[src/rtl/usb_line_pkg.sv]
// Line-state and command encodings shared by the usb_interface bus-state blocks.
package usb_line_pkg;

    localparam logic [1:0] LINE_SE0 = 2'b00;
    localparam logic [1:0] LINE_J   = 2'b01;
    localparam logic [1:0] LINE_K   = 2'b10;
    localparam logic [1:0] LINE_SE1 = 2'b11;

    localparam logic [1:0] CMD_BUS_RESET     = 2'b00;
    localparam logic [1:0] CMD_HOST_RESUME   = 2'b01;
    localparam logic [1:0] CMD_REMOTE_WAKEUP = 2'b10;
    localparam logic [1:0] CMD_RESERVED      = 2'b11;

    localparam int unsigned US_MAX = 65535;

    function automatic int unsigned max3(input int unsigned a, input int unsigned b,
                                         input int unsigned c);
        int unsigned m;
        m = (a > b) ? a : b;
        return (m > c) ? m : c;
    endfunction

endpackage

[src/rtl/usb_us_tick.sv]
// Microsecond prescaler and 16-bit microsecond counter; in cyc_mode the prescaler
// instead counts raw cycles and saturates, for cycle-timed intervals.
module usb_us_tick #(
    parameter int unsigned CLK_FREQ_MHZ = 60,
    parameter int unsigned PRESC_W      = 7
) (
    input  logic               clk,
    input  logic               rst_n,
    input  logic               clr,
    input  logic               cyc_mode,
    output logic               tick,
    output logic [PRESC_W-1:0] presc,
    output logic [15:0]        us_cnt
);

    localparam logic [PRESC_W-1:0] PRESC_LAST = PRESC_W'(CLK_FREQ_MHZ - 1);
    localparam logic [PRESC_W-1:0] PRESC_SAT  = {PRESC_W{1'b1}};

    logic [PRESC_W-1:0] presc_q, presc_d;
    logic [15:0]        us_q, us_d;

    assign tick   = !cyc_mode && (presc_q == PRESC_LAST);
    assign presc  = presc_q;
    assign us_cnt = us_q;

    always_comb begin
        presc_d = presc_q;
        us_d    = us_q;
        if (clr) begin
            presc_d = '0;
            us_d    = '0;
        end else if (cyc_mode) begin
            if (presc_q != PRESC_SAT) presc_d = presc_q + 1'b1;
        end else if (tick) begin
            presc_d = '0;
            if (us_q != 16'hffff) us_d = us_q + 16'd1;
        end else begin
            presc_d = presc_q + 1'b1;
        end
    end

    always_ff @(posedge clk or negedge rst_n) begin
        if (!rst_n) begin
            presc_q <= '0;
            us_q    <= '0;
        end else begin
            presc_q <= presc_d;
            us_q    <= us_d;
        end
    end

endmodule

[src/rtl/usb_bus_signal_gen.sv]
// Drives timed USB bus states (bus reset, host resume, remote wakeup) onto the
// UTMI transmit side in response to valid/ready commands.
module usb_bus_signal_gen
    import usb_line_pkg::*;
#(
    parameter int unsigned CLK_FREQ_MHZ   = 60,
    parameter int unsigned RESET_US       = 10000,
    parameter int unsigned RESUME_US      = 20000,
    parameter int unsigned WAKEUP_US      = 2000,
    parameter int unsigned WAKEUP_IDLE_US = 5000,
    parameter int unsigned EOP_CYCLES     = 80,
    parameter int unsigned J_CYCLES       = 40
) (
    input  logic       clk,
    input  logic       rst_n,
    input  logic       cmd_valid,
    output logic       cmd_ready,
    input  logic [1:0] cmd,
    input  logic       abort,
    input  logic [1:0] line_state,
    output logic       tx_oe,
    output logic [1:0] tx_line,
    output logic       busy,
    output logic       done,
    output logic       err,
    output logic       aborted
);

    if (RESET_US > US_MAX || RESUME_US > US_MAX || WAKEUP_US > US_MAX ||
        WAKEUP_IDLE_US > US_MAX) begin : g_bad_us_param
        $error("usb_bus_signal_gen: microsecond parameter exceeds 16-bit counter");
    end

    localparam int unsigned PRESC_W = $clog2(max3(CLK_FREQ_MHZ, EOP_CYCLES, J_CYCLES) + 1);

    localparam logic [2:0] StIdle     = 3'd0;
    localparam logic [2:0] StWaitIdle = 3'd1;
    localparam logic [2:0] StRstSe0   = 3'd2;
    localparam logic [2:0] StResK     = 3'd3;
    localparam logic [2:0] StWakeK    = 3'd4;
    localparam logic [2:0] StEopSe0   = 3'd5;
    localparam logic [2:0] StEopJ     = 3'd6;

    logic [2:0]         state_q, state_d;
    logic               tx_oe_q, tx_oe_d;
    logic [1:0]         tx_line_q, tx_line_d;
    logic               done_q, done_d;
    logic               err_q, err_d;
    logic               aborted_q, aborted_d;
    logic               tmr_clr, tmr_cyc_mode, tmr_tick;
    logic [PRESC_W-1:0] tmr_presc;
    logic [15:0]        tmr_us;

    usb_us_tick #(
        .CLK_FREQ_MHZ(CLK_FREQ_MHZ),
        .PRESC_W     (PRESC_W)
    ) u_us_tick (
        .clk     (clk),
        .rst_n   (rst_n),
        .clr     (tmr_clr),
        .cyc_mode(tmr_cyc_mode),
        .tick    (tmr_tick),
        .presc   (tmr_presc),
        .us_cnt  (tmr_us)
    );

    // A us-timed state of N us ends on the tick that completes its last microsecond.
    function automatic logic us_last(input logic [15:0] cnt, input logic tk,
                                     input int unsigned n);
        return tk && (cnt == 16'(n - 1));
    endfunction

    assign tmr_cyc_mode = (state_q == StEopSe0) || (state_q == StEopJ);

    always_comb begin
        state_d   = state_q;
        done_d    = 1'b0;
        err_d     = 1'b0;
        aborted_d = 1'b0;
        case (state_q)
            StIdle: begin
                if (cmd_valid) begin
                    case (cmd)
                        CMD_BUS_RESET:     state_d = StRstSe0;
                        CMD_HOST_RESUME:   state_d = StResK;
                        CMD_REMOTE_WAKEUP: state_d = StWaitIdle;
                        default:           err_d   = 1'b1;
                    endcase
                end
            end
            StWaitIdle: begin
                if (line_state == LINE_J && us_last(tmr_us, tmr_tick, WAKEUP_IDLE_US))
                    state_d = StWakeK;
            end
            StRstSe0: if (us_last(tmr_us, tmr_tick, RESET_US)) state_d = StEopJ;
            StResK:   if (us_last(tmr_us, tmr_tick, RESUME_US)) state_d = StEopSe0;
            StWakeK: begin
                if (us_last(tmr_us, tmr_tick, WAKEUP_US)) begin
                    state_d = StIdle;
                    done_d  = 1'b1;
                end
            end
            StEopSe0: if (tmr_presc == PRESC_W'(EOP_CYCLES - 1)) state_d = StEopJ;
            StEopJ: begin
                if (tmr_presc == PRESC_W'(J_CYCLES - 1)) begin
                    state_d = StIdle;
                    done_d  = 1'b1;
                end
            end
            default: state_d = StIdle;
        endcase
        // Abort overrides everything, including completion on the final cycle.
        if (abort && state_q != StIdle) begin
            state_d   = StIdle;
            done_d    = 1'b0;
            aborted_d = 1'b1;
        end
    end

    // Counters restart on every state entry; the idle count also restarts on non-J.
    assign tmr_clr = (state_d != state_q) ||
                     (state_q == StWaitIdle && line_state != LINE_J);

    always_comb begin
        tx_oe_d   = 1'b1;
        tx_line_d = LINE_J;
        case (state_d)
            StRstSe0, StEopSe0: tx_line_d = LINE_SE0;
            StResK, StWakeK:    tx_line_d = LINE_K;
            StEopJ:             tx_line_d = LINE_J;
            default:            tx_oe_d   = 1'b0;
        endcase
    end

    always_ff @(posedge clk or negedge rst_n) begin
        if (!rst_n) begin
            state_q   <= StIdle;
            tx_oe_q   <= 1'b0;
            tx_line_q <= LINE_J;
            done_q    <= 1'b0;
            err_q     <= 1'b0;
            aborted_q <= 1'b0;
        end else begin
            state_q   <= state_d;
            tx_oe_q   <= tx_oe_d;
            tx_line_q <= tx_line_d;
            done_q    <= done_d;
            err_q     <= err_d;
            aborted_q <= aborted_d;
        end
    end

    assign cmd_ready = (state_q == StIdle);
    assign busy      = (state_q != StIdle);
    assign tx_oe     = tx_oe_q;
    assign tx_line   = tx_line_q;
    assign done      = done_q;
    assign err       = err_q;
    assign aborted   = aborted_q;

endmodule
[config.mk]
export PLATFORM = sky130hd
export DESIGN_NAME = usb_bus_signal_gen
export DESIGN_NICKNAME = d
export VERILOG_FILES = /design/src/rtl/usb_line_pkg.sv /design/src/rtl/usb_us_tick.sv /design/src/rtl/usb_bus_signal_gen.sv
export SDC_FILE = /design/constraint.sdc
export NUM_CORES = 1
export LEC_CHECK = 0
export ABC_AREA = 1
export ABC_CLOCK_PERIOD_IN_PS = 3700
export CAP_MARGIN = 20
export CORE_ASPECT_RATIO = 0.9
export CORE_MARGIN = 4
export CORE_UTILIZATION = 43
export DETAILED_ROUTE_END_ITERATION = 12
export HOLD_SLACK_MARGIN = 0.03
export PLACE_DENSITY_LB_ADDON = 0.2
export SKIP_LAST_GASP = 1
export SYNTH_ARGS = -nofsm -noshare
export SYNTH_HDL_FRONTEND = slang
export SYNTH_HIERARCHICAL = 1
export SYNTH_SLANG_ARGS = --single-unit
[constraint.sdc]
create_clock -name clk -period 3.7 [get_ports clk]
set_input_delay 0.925 -clock clk [delete_from_list [all_inputs] [get_ports clk]]
set_output_delay 0.925 -clock clk [all_outputs]
set_load 0.03 [all_outputs]
# Yosys cells after proc, flatten, opt, wreduce, memory -nomap -nowiden
# Index checks and enable logic that the tools add are counted.
# classes
addsub,2
muxes,28
eq_ne,27
n_reduce_logical,21
# ops
operator,count
16-bit two-way mux,4
7-bit two-way mux,4
3-bit two-way mux,8
3-bit one-hot mux with 7 select lines,1
"3-bit == test, second input constant",6
"16-bit by 1-bit adder with 16-bit output, second input constant",1
"16-bit by 11-bit == test with 1-bit output, second input constant",1
"16-bit by 13-bit == test with 1-bit output, second input constant",1
"16-bit by 14-bit == test with 1-bit output, second input constant",1
"16-bit by 15-bit == test with 1-bit output, second input constant",1
"16-bit != test, second input constant",1
"7-bit by 6-bit == test with 1-bit output, second input constant",2
"3-bit by 2-bit == test with 1-bit output, second input constant",4
3-bit one-hot mux with 3 select lines,1
1-bit logical AND,8
1-bit two-way mux,8
"7-bit by 1-bit adder with 7-bit output, second input constant",1
"7-bit == test, second input constant",1
"7-bit != test, second input constant",1
5-bit OR reduction,1
"2-bit by 1-bit == test with 1-bit output, second input constant",2
2-bit one-hot mux with 2 select lines,1
2-bit nonzero test,2
2-bit OR reduction,2
other kinds (14),15
# word_totals
out_inout_bits,8
elab_cells,86
reg_bits,32
input_bits,8

# Depth between registers and ports, before layout
# Gate-level depths: netlist of the first run.
# depth
word_depth,13
ltp_mapped,23
depth_no_buf,23

# Cells and area by module
# The synthesis of the first run kept the hierarchy.
# by_module_without_submodules
module,seq_area_each_um2,n_inst,area_each_um2,cells_per_inst
usb_us_tick,575.6,1,1450.1,198
usb_bus_signal_gen,226.5,1,945.9,158

# Least setup slack after synthesis of the first run
# Ideal clock, no wire load.
# synth_timing
path_type,flip-flop to flip-flop
startpoint,reg state_q[2]
endpoint,reg u_us_tick.presc_q[4] (netlist: u_us_tick/presc[4])
path_stages_with_launch,23
slack_ps,1014
arrival_ps,2608
n_path_buf,2
period_less_slack_ps,2686
setup_ps,77
required_time_ps,3623
path_cell_list,dfrtp_1 buf_2 inv_4 nor2_1 or2_2 inv_1 nand2_1 nor2_4 nand2_1 inv_1 nand3_1 nor2_1 a21oi_1 nor2_1 nand2_4 nand2_2 nand2_1 nand2_1 nand2_1 buf_2 nor2_1 nand2_1 a21oi_1
# synth_between
elab_chain_len,12
elab_cells_between_ends,34
classes_between,eq/ne (8); mux (13); reduce/logical (13)
# synth_rtl
element,line,rtl
from (decl),usb_bus_signal_gen.sv:44,"logic [2:0] state_q, state_d;"
from (signal assigned),usb_bus_signal_gen.sv:137,state_q <= StIdle;
from (signal assigned),usb_bus_signal_gen.sv:144,state_q <= state_d;
3-bit == test,usb_bus_signal_gen.sv:73,assign tmr_cyc_mode = (state_q == StEopSe0) || (state_q == StEopJ);
1-bit logical OR *,usb_bus_signal_gen.sv:73,
via tmr_cyc_mode,usb_bus_signal_gen.sv:50,"logic tmr_clr, tmr_cyc_mode, tmr_tick;"
1-bit logical NOT *,usb_us_tick.sv:22,assign tick = !cyc_mode && (presc_q == PRESC_LAST);
1-bit logical AND *,usb_us_tick.sv:22,
via tmr_tick,usb_bus_signal_gen.sv:50,
1-bit logical AND,usb_bus_signal_gen.sv:70,return tk && (cnt == 16'(n - 1));
1-bit logical AND,usb_bus_signal_gen.sv:92,"if (line_state == LINE_J && us_last(tmr_us, tmr_tick, WAKEUP_IDLE_US))"
3-bit two-way mux,usb_bus_signal_gen.sv:92,
3-bit one-hot mux with 7 select lines *,usb_bus_signal_gen.sv:80,case (state_q)
3-bit two-way mux *,usb_bus_signal_gen.sv:113,if (abort && state_q != StIdle) begin
3-bit != test *,usb_bus_signal_gen.sv:121,assign tmr_clr = (state_d != state_q) ||
1-bit logical OR *,usb_bus_signal_gen.sv:121,
via tmr_clr,usb_bus_signal_gen.sv:50,
3-bit != test (no line) or 7-bit two-way mux (tied branches),n/a,
to (signal assigned),usb_us_tick.sv:47,presc_q <= presc_d;
to (decl),usb_us_tick.sv:19,"logic [PRESC_W-1:0] presc_q, presc_d;"
# The timed path passes the listed nets; every way through them passes the cells marked *.
# A chain may end at the register's enable or synchronous reset.

# Final worst setup path of the first run
# layout_timing
startpoint,in cmd[0]
endpoint,reg u_us_tick.presc_q[5] (netlist: u_us_tick/presc[5])
# layout_between
elab_chain_len,8
elab_cells_between_ends,11
classes_between,eq/ne (4); mux (5); reduce/logical (2)
# layout_rtl
element,line,rtl
from (decl),usb_bus_signal_gen.sv:18,"input logic [1:0] cmd,"
2-bit == test (tied with other cells),usb_bus_signal_gen.sv:83,case (cmd)
3-bit one-hot mux with 3 select lines *,usb_bus_signal_gen.sv:83,
3-bit two-way mux *,usb_bus_signal_gen.sv:82,if (cmd_valid) begin
3-bit one-hot mux with 7 select lines *,usb_bus_signal_gen.sv:80,
3-bit two-way mux *,usb_bus_signal_gen.sv:113,
3-bit != test *,usb_bus_signal_gen.sv:121,
1-bit logical OR *,usb_bus_signal_gen.sv:121,
via tmr_clr,usb_bus_signal_gen.sv:50,
3-bit != test (no line) or 7-bit two-way mux (tied branches),n/a,
# Marks and branches as above.

==> results of run 1 <==
==> registers in the layout (all words and copies together) (netlist names) <==
register / flops
aborted: 1
done: 1
err: 1
state_q: 3
tx_line: 2
tx_oe: 1
u_us_tick/presc: 7
u_us_tick/us_cnt: 16
==> per-layer routing <==
layer  up-vias  track usage  part of all wire
met2        51        0.271              0.44
met3         2       0.0332             0.051
met1      1015        0.248              0.50
met5         -            0                 0
met4         0       0.0452            0.0069
li1       1163            -                 -
==> cell families after synthesis <==
family | synth area share
buffers and inverters | 0.0830
adders and majority gates | 0.0313
and+or+nand+nor | 0.474
DFF | 0.335
AOI/OAI and AO/OA | 0.0554
xor gates and xnor gates | 0.0219
==> where the power goes <==
part           switching (mW)  internal, mW
clock network           0.129         0.152
registers              0.0330         0.388
logic                   0.395         0.193
total                   0.557         0.733
==> final cells by class <==
class | count | share of cell area
Inverter | 45 | 0.0640
Multi-Input combinational cell | 275 | 0.513
Tap cell | 67 | 0.0308
Clock buffer | 8 | 0.0331
Timing Repair Buffer | 18 | 0.0635
Sequential cell | 32 | 0.295
==> tightest hold or removal path: cells and delay by family (launching register included) <==
family / cells / cell delay [ps]
simple gates: 2 / 130
flops: 1 / 410
==> cell usage in the layout (no fill, tap or decap), types with 2 or more instances in the layout <==
cell                              instances
sky130_fd_sc_hd__nand2_2                  6
sky130_fd_sc_hd__clkbuf_8                 6
sky130_fd_sc_hd__nand3b_1                 3
sky130_fd_sc_hd__ha_1                     6
sky130_fd_sc_hd__clkdlybuf4s50_1         15
sky130_fd_sc_hd__clkbuf_1                 2
sky130_fd_sc_hd__nor2_2                   3
sky130_fd_sc_hd__nor3_2                   3
sky130_fd_sc_hd__inv_4                    2
sky130_fd_sc_hd__nand3_1                 24
sky130_fd_sc_hd__nand2_1                110
sky130_fd_sc_hd__o21bai_1                 3
sky130_fd_sc_hd__inv_2                    5
sky130_fd_sc_hd__a21oi_1                  6
sky130_fd_sc_hd__nor2_8                   3
sky130_fd_sc_hd__o21ai_1                  2
sky130_fd_sc_hd__nor2_4                   2
sky130_fd_sc_hd__buf_4                    3
sky130_fd_sc_hd__inv_1                   38
sky130_fd_sc_hd__nand2_4                  4
sky130_fd_sc_hd__nor2_1                  63
sky130_fd_sc_hd__nand4_1                 13
sky130_fd_sc_hd__o21ai_0                  8
sky130_fd_sc_hd__dfrtp_1                 31
sky130_fd_sc_hd__or2_2                    3
sky130_fd_sc_hd__xor2_1                   5
==> worst max path at each step <==
stage	startpoint	end	cells past startpoint
floorplan	state_q[2]	u_us_tick/presc[4]	22
global placement	cmd[0]	u_us_tick/presc[1]	16
detailed placement	cmd[0]	u_us_tick/presc[0]	16
CTS	cmd[0]	u_us_tick/presc[5]	17
global route	state_q[2]	u_us_tick/presc[5]	22
finish	cmd[0]	u_us_tick/presc[5]	17
==> per-stage QoR <==
| step | total power [mW] | util | cells | area [um2] | setup slack [ps] |
|---|---|---|---|---|---|
| floorplan | 0.845 | - | 356 | 2400 | 1010 |
| global placement | 1.01 | 0.494 | 437 | 2630 | 294 |
| detailed placement | 1.02 | 0.494 | 437 | 2630 | 188 |
| CTS | 1.30 | 0.511 | 445 | 2720 | 467 |
| global route | 1.37 | 0.511 | 445 | 2720 | 187 |
| finish | 1.29 | 0.511 | 445 | 2720 | 499 |
==> tab_implementation.tex, run 1 <==
\begin{tabular}{lr}
\hline
Metric & Value \\
\hline
\multicolumn{2}{l}{\textbf{Status}} \\
Status & complete, no violations \\
\multicolumn{2}{l}{\textbf{Die}} \\
Width of the chip & 86.7 um \\
Number of placement rows & 25 \\
Area of the core & 5320 um2 \\
Effective utilization at floorplan & 0.451 \\
\# IOs & 16 \\
Die Area & 6830 um2 \\
Y dimension of the die & roughly 79 um \\
\multicolumn{2}{l}{\textbf{STA}} \\
Max-slew violation total from the final report & 0 \\
Max transition margin & 0.727 \\
Fin crit share & 0.865 \\
\# setup viols final & 0 \\
Smallest hold slack & 571 ps \\
Unrepaired setup endpoints after global routing & false \\
Number of failing hold endpoints at the final stage & 0 \\
Shortest clock period the worst path allows after layout & 3200 ps \\
Achievable clock frequency & 312 MHz \\
TNS Setup & 0 ps \\
Measured slew at the worst slew-check pin & 409 ps \\
Fin Clk Skew & between 4 and 5 ps \\
\multicolumn{2}{l}{\textbf{CTS}} \\
Resized Gates After CTS & 0 \\
Setup fix buffers added after clock tree synthesis & 0 \\
Clock Latency Late Sink & 280 ps \\
Number of buffers added to fix hold violations after cts & 0 \\
Buffer levels on the longest clock path & 2 \\
H-Tree Level Count & 2 \\
Clock buffers created by TritonCTS & 5 \\
Clock slew seen by the registers of the worst setup and hold paths & 70 ps \\
TritonCTS sink count & 32 \\
Root Driver & sky130\_fd\_sc\_hd\_\_clkbuf\_8 \\
CTS tree & yes \\
\multicolumn{2}{l}{\textbf{Worst setup path}} \\
Worst path most repeated cell & sky130\_fd\_sc\_hd\_\_nand2\_1 \\
CP arrival & about 3400 ps \\
Kind of critical path & input port to flip-flop \\
Largest fanout of any net on the critical path & 9 \\
Delay of the slowest critical-path stage & 540 ps \\
Number of buffers and inverters on the critical path & 3 \\
WP data required & 3910 ps \\
Cell count of the worst reg-to-reg path & 22 \\
R2R setup slack & 510 ps \\
Kind of end point of the critical path & flip-flop \\
Startpoint Class & input port \\
R2R Path Start & state\_q[2] \\
Library cell contributing the largest single delay on the critical path & sky130\_fd\_sc\_hd\_\_clkdlybuf4s50\_1 \\
Cells along the critical path & clkdlybuf4s50\_1, inv\_1, ha\_1, or2\_2, nand2\_1, o21ai\_1, nor2\_2, nand2\_4, nand3\_1, nand2\_1, nor2\_1, nand2\_1, inv\_1, nand3\_1, nand3\_1, nand2\_1, nor2\_1 \\
Cell family with the largest share of critical-path delay & simple AND/OR/NAND/NOR gates \\
Worst flop-to-flop path endpoint & u\_us\_tick/presc[5] \\
\multicolumn{2}{l}{\textbf{Worst hold path}} \\
Number of instances on the worst hold path & 2 \\
Startpoint of the most critical hold path & u\_us\_tick/us\_cnt[1] \\
Hold-critical path endpoint & u\_us\_tick/us\_cnt[1] \\
Worst hold path class & flip-flop to flip-flop \\
\multicolumn{2}{l}{\textbf{Logic synthesis}} \\
Post-synth EDFFs & 0 \\
Area of the mapped netlist & $\sim$2400 um2 \\
Synth async-reset ratio & 1.00 \\
Register bit total from synthesis & 32 \\
Total nets after synthesis & 370 \\
Proportion of synthesized chip area in sequential cells & 0.335 \\
Synth warn & 6 \\
Number of distinct library cells after synthesis & 34 \\
Leading area contributor after synthesis & sky130\_fd\_sc\_hd\_\_dfrtp\_1 \\
Top FF cell, synth & sky130\_fd\_sc\_hd\_\_dfrtp\_1 \\
Top cells by count, synth & sky130\_fd\_sc\_hd\_\_nand2\_1 (110), sky130\_fd\_sc\_hd\_\_nor2\_1 (63), sky130\_fd\_sc\_hd\_\_inv\_1 (38) \\
Mean Syn Cell Area & 6.73 um2 \\
Biggest area contributors in the synthesized netlist & sky130\_fd\_sc\_hd\_\_dfrtp\_1 (32\%), sky130\_fd\_sc\_hd\_\_nand2\_1 (17\%), sky130\_fd\_sc\_hd\_\_nor2\_1 (9.9\%) \\
Most used standard cell by instance count after synthesis & sky130\_fd\_sc\_hd\_\_nand2\_1 \\
Synthesized netlist cell count & 356 \\
Fraction of synthesized cell area taken by the top area cell type & 0.324 \\
\multicolumn{2}{l}{\textbf{Final layout}} \\
Number of diodes & 0 \\
Filler instances & roughly 560 \\
\# nets final & just under 400 \\
Combined flip-flop and latch cell area & 802 um2 \\
Proportion of layout cells with a drive suffix above 1 & 0.114 \\
Signed area change from the synthesized netlist to the final layout & 13.4\% \\
Multi-input gate area & $\sim$1400 um2 \\
\multicolumn{2}{l}{\textbf{GRT}} \\
Maximum number of pins on one net before global-route repair & 33 \\
Initial antenna violation count & 0 \\
Global route total overflow & 0 \\
Number of global-route vias before repair & 2,095 \\
Global-route wire length before repair & 9.64 mm \\
Total GRT Usage & 0.174 \\
\multicolumn{2}{l}{\textbf{Drt}} \\
Number of DRC violations after detailed-routing iteration 0 & 130 \\
Per-cell routed wire length & 12.4 um \\
Total vias in the final route & $\sim$2.2k \\
Number of iterations in the first detailed-routing pass & 4 \\
Routed wire length & approximately 5.5 mm \\
Ratio of routed vias to standard cells & 5.01 \\
Number of nets with antenna violations after detailed routing & 0 \\
Number of design rule violations left after detail routing & 0 \\
\multicolumn{2}{l}{\textbf{Placement}} \\
Hpwl dp & 4.15 mm \\
Quantity of I/O buffers inserted on ports & 15 \\
Final RePlAce weighted congestion & 0.867 \\
\multicolumn{2}{l}{\textbf{Power}} \\
Standby leakage power & between 1 and 1.5 nW \\
Maximum vdd drop & 0.306 mV \\
Power per standard cell area & 475 nW/um2 \\
\multicolumn{2}{l}{\textbf{Run}} \\
Max-cap violations & 0 \\
\hline
\end{tabular}
Note: power is estimated with default switching activity, not from simulation.
==> run 2: changes to the inputs <==
HOLD_SLACK_MARGIN = unset   (was 0.03)
==> results of run 2 <==
No change in the layout: final DEF, timing and power equal those of run 1.
==> run 3: changes to the inputs <==
CORE_UTILIZATION = 30   (was 43)
CTS_CLUSTER_DIAMETER = 120   (was unset)
==> run 3 against run 2 <==
- routed wire length increased by 4.2%
- total power increased by 2.1%
- largest cell class unchanged
- highest routed layer unchanged
- global-route usage decreased by 4.6 points
- register-to-register slack about the same
- combinational power increased by 1%
- sequential power about the same
- critical path depth decreased by 1
- critical path type unchanged
- sequential cell count unchanged
- worst setup slack got worse by 25 ps
- via count decreased by 1.8%
- clock skew increased by 6.9 ps
==> tab_implementation.tex, run 3 (same netlist as run 1, synthesis figures left out) <==
\begin{tabular}{lr}
\hline
Metric & Value \\
\hline
\multicolumn{2}{l}{\textbf{CTS}} \\
TritonCTS sink count & 32 \\
Setup fix buffers added after clock tree synthesis & 0 \\
CTS tree & yes \\
Resized Gates After CTS & 0 \\
Number of buffers added to fix hold violations after cts & 0 \\
Root Driver & sky130\_fd\_sc\_hd\_\_clkbuf\_8 \\
Clock Latency Late Sink & 280 ps \\
Clock buffers created by TritonCTS & 5 \\
Clock slew seen by the registers of the worst setup and hold paths & 70 ps \\
Buffer levels on the longest clock path & 2 \\
H-Tree Level Count & 2 \\
\multicolumn{2}{l}{\textbf{Die}} \\
Die Area & 9480 um2 \\
Effective utilization at floorplan & 0.313 \\
Y dimension of the die & 92.8 um \\
Width of the chip & $\sim$100 um \\
\# IOs & 16 \\
Number of placement rows & 30 \\
Area of the core & 7660 um2 \\
\multicolumn{2}{l}{\textbf{Drt}} \\
Number of nets with antenna violations after detailed routing & 0 \\
Number of design rule violations left after detail routing & 0 \\
Per-cell routed wire length & 12.1 um \\
Ratio of routed vias to standard cells & 4.62 \\
Number of DRC violations after detailed-routing iteration 0 & 146 \\
Total vias in the final route & 2,191 \\
Number of iterations in the first detailed-routing pass & 4 \\
Routed wire length & 5.73 mm \\
\multicolumn{2}{l}{\textbf{Power}} \\
Combinational share of power & 0.452 \\
Clk pwr share & 0.230 \\
Standby leakage power & 1.29 nW \\
Internal power contribution & 0.751 mW \\
Switching Share & 0.430 \\
Share of power burned in registers & 0.319 \\
Power per standard cell area & about 480 nW/um2 \\
Maximum vdd drop & 0.208 mV \\
Net switching power figure & 0.566 mW \\
\multicolumn{2}{l}{\textbf{Final layout}} \\
Proportion of layout cells with a drive suffix above 1 & 0.116 \\
Filler instances & 844 \\
Number of flip-flops in the largest register & 16 \\
Signed area change from the synthesized netlist to the final layout & 15.4\% \\
Most common library cell in the layout ignoring fill and taps & sky130\_fd\_sc\_hd\_\_nand2\_1 \\
Most frequent cells in the layout & sky130\_fd\_sc\_hd\_\_nand2\_1 (110), sky130\_fd\_sc\_hd\_\_nor2\_1 (63), sky130\_fd\_sc\_hd\_\_inv\_1 (38) \\
Number of diodes & 0 \\
\# nets final & roughly 400 \\
\multicolumn{2}{l}{\textbf{GRT}} \\
Maximum number of pins on one net before global-route repair & 33 \\
Global-route wire length before repair & 9.76 mm \\
Initial antenna violation count & 0 \\
Global route total overflow & 0 \\
Number of global-route vias before repair & between 2k and 2.5k \\
Total GRT Usage & 0.128 \\
\multicolumn{2}{l}{\textbf{STA}} \\
Fin crit share & 0.872 \\
TNS Setup & 0 ps \\
Unrepaired setup endpoints after global routing & false \\
Achievable clock frequency & 310 MHz \\
Max transition margin & 0.712 \\
Fin Clk Skew & 11.8 ps \\
\# setup viols final & 0 \\
Shortest clock period the worst path allows after layout & 3230 ps \\
Max-slew violation total from the final report & 0 \\
Measured slew at the worst slew-check pin & 433 ps \\
Crit path setup slack, layout & $\sim$470 ps \\
Number of failing hold endpoints at the final stage & 0 \\
\multicolumn{2}{l}{\textbf{Placement}} \\
Final RePlAce weighted congestion & 0.827 \\
Worst slack at placement & 177 ps \\
Quantity of I/O buffers inserted on ports & 15 \\
Hpwl dp & 4.30 mm \\
\multicolumn{2}{l}{\textbf{Worst setup path}} \\
CP arrival & 3420 ps \\
Largest fanout of any net on the critical path & 6 \\
Library cell contributing the largest single delay on the critical path & sky130\_fd\_sc\_hd\_\_clkdlybuf4s50\_1 \\
Cells along the critical path & clkdlybuf4s50\_1, inv\_1, ha\_1, or2\_2, nand2\_1, o21ai\_1, nor2\_2, nand2\_4, nand3\_1, nand2\_1, nor2\_1, nand2\_1, buf\_4, nor2\_1, nand2\_1, a21oi\_1 \\
Delay of the slowest critical-path stage & between 500 and 600 ps \\
Worst path most repeated cell & sky130\_fd\_sc\_hd\_\_nand2\_1 \\
Number of buffers and inverters on the critical path & 3 \\
Kind of critical path & input port to flip-flop \\
Kind of end point of the critical path & flip-flop \\
WP data required & 3900 ps \\
Startpoint Class & input port \\
Cell family with the largest share of critical-path delay & simple AND/OR/NAND/NOR gates \\
\multicolumn{2}{l}{\textbf{Worst hold path}} \\
Worst hold path class & flip-flop to flip-flop \\
\multicolumn{2}{l}{\textbf{Run}} \\
Max-cap violations & 0 \\
\multicolumn{2}{l}{\textbf{Status}} \\
Status & complete, no violations \\
\hline
\end{tabular}
## run 3: cell counts in the layout (fill, tap and decap cells not counted)
No cell type changed its count.
## run 3: area by class of cell
| class | count | area (um2) | area share |
|---|---|---|---|
| flip-flops and latches | 32 | 802 | 0.290 |
| inverters | 45 | 174 | 0.0629 |
| repair buffers | 18 | 173 | 0.0625 |
| clock buffers | 8 | 100 | 0.0362 |
| multi-input cells | 275 | 1400 | 0.505 |
| well taps | 96 | 120 | 0.0435 |
## run 3: worst register-to-register path, stage by stage, from the launching register on
cell and delay [ps]:
sky130_fd_sc_hd__dfrtp_1 490, sky130_fd_sc_hd__inv_4 130, sky130_fd_sc_hd__nor2_1 80, sky130_fd_sc_hd__or2_2 320, sky130_fd_sc_hd__inv_1 60, sky130_fd_sc_hd__nand2_1 80, sky130_fd_sc_hd__nor2_4 200, sky130_fd_sc_hd__nand2_1 80
sky130_fd_sc_hd__inv_1 60, sky130_fd_sc_hd__nand3_1 60, sky130_fd_sc_hd__nor2_1 130, sky130_fd_sc_hd__a21oi_1 80, sky130_fd_sc_hd__nor2_1 240, sky130_fd_sc_hd__nand2_4 100, sky130_fd_sc_hd__nand2_2 90, sky130_fd_sc_hd__nand2_1 50
sky130_fd_sc_hd__nand2_1 50, sky130_fd_sc_hd__nand2_1 140, sky130_fd_sc_hd__buf_4 220, sky130_fd_sc_hd__nor2_1 270, sky130_fd_sc_hd__nand2_1 90, sky130_fd_sc_hd__a21oi_1 140
## run 3: path summary, 6_finish.rpt
check | from | slack [ps] | cells after the start | endpoint
max | cmd[0] | 470 | 16 | u_us_tick/presc[4]
min | u_us_tick/us_cnt[1] | 570 | 2 | u_us_tick/us_cnt[1]
max reg2reg | state_q[2] | 500 | 21 | u_us_tick/presc[4]
min reg2reg | u_us_tick/us_cnt[1] | 570 | 2 | u_us_tick/us_cnt[1]
max in group asynchronous | rst_n | 2300 | 2 | tx_line[0]
min in group asynchronous | rst_n | 1060 | 2 | u_us_tick/us_cnt[15]
## run 3: through the flow
stage | util | hold WS, ps | power [mW] | std cells | cell area [um2]
CTS | 0.361 | 574 | 1.34 | 474 | 2760
finish | 0.361 | 572 | 1.32 | 474 | 2760
floorplan | - | 507 | 0.845 | 356 | 2400
global placement | 0.348 | 547 | 1.02 | 466 | 2660
detailed placement | 0.348 | 557 | 1.03 | 466 | 2660
global route | 0.361 | 637 | 1.41 | 474 | 2760
## run 3: metal layers
layer / track usage / share of wire
met3: 0.0241 / 0.049
met4: 0.0295 / 0.0063
met5: 0 / 0
met1: 0.187 / 0.51
met2: 0.193 / 0.43
## run 3: power by group through the flow
stage               clock network (mW)  registers, mW  logic [mW]
finish                           0.302          0.419       0.595
floorplan                            0          0.453       0.393
global placement                     0          0.427       0.595
detailed placement                   0          0.426       0.600
global route                     0.331          0.424       0.654
CTS                              0.315          0.420       0.601
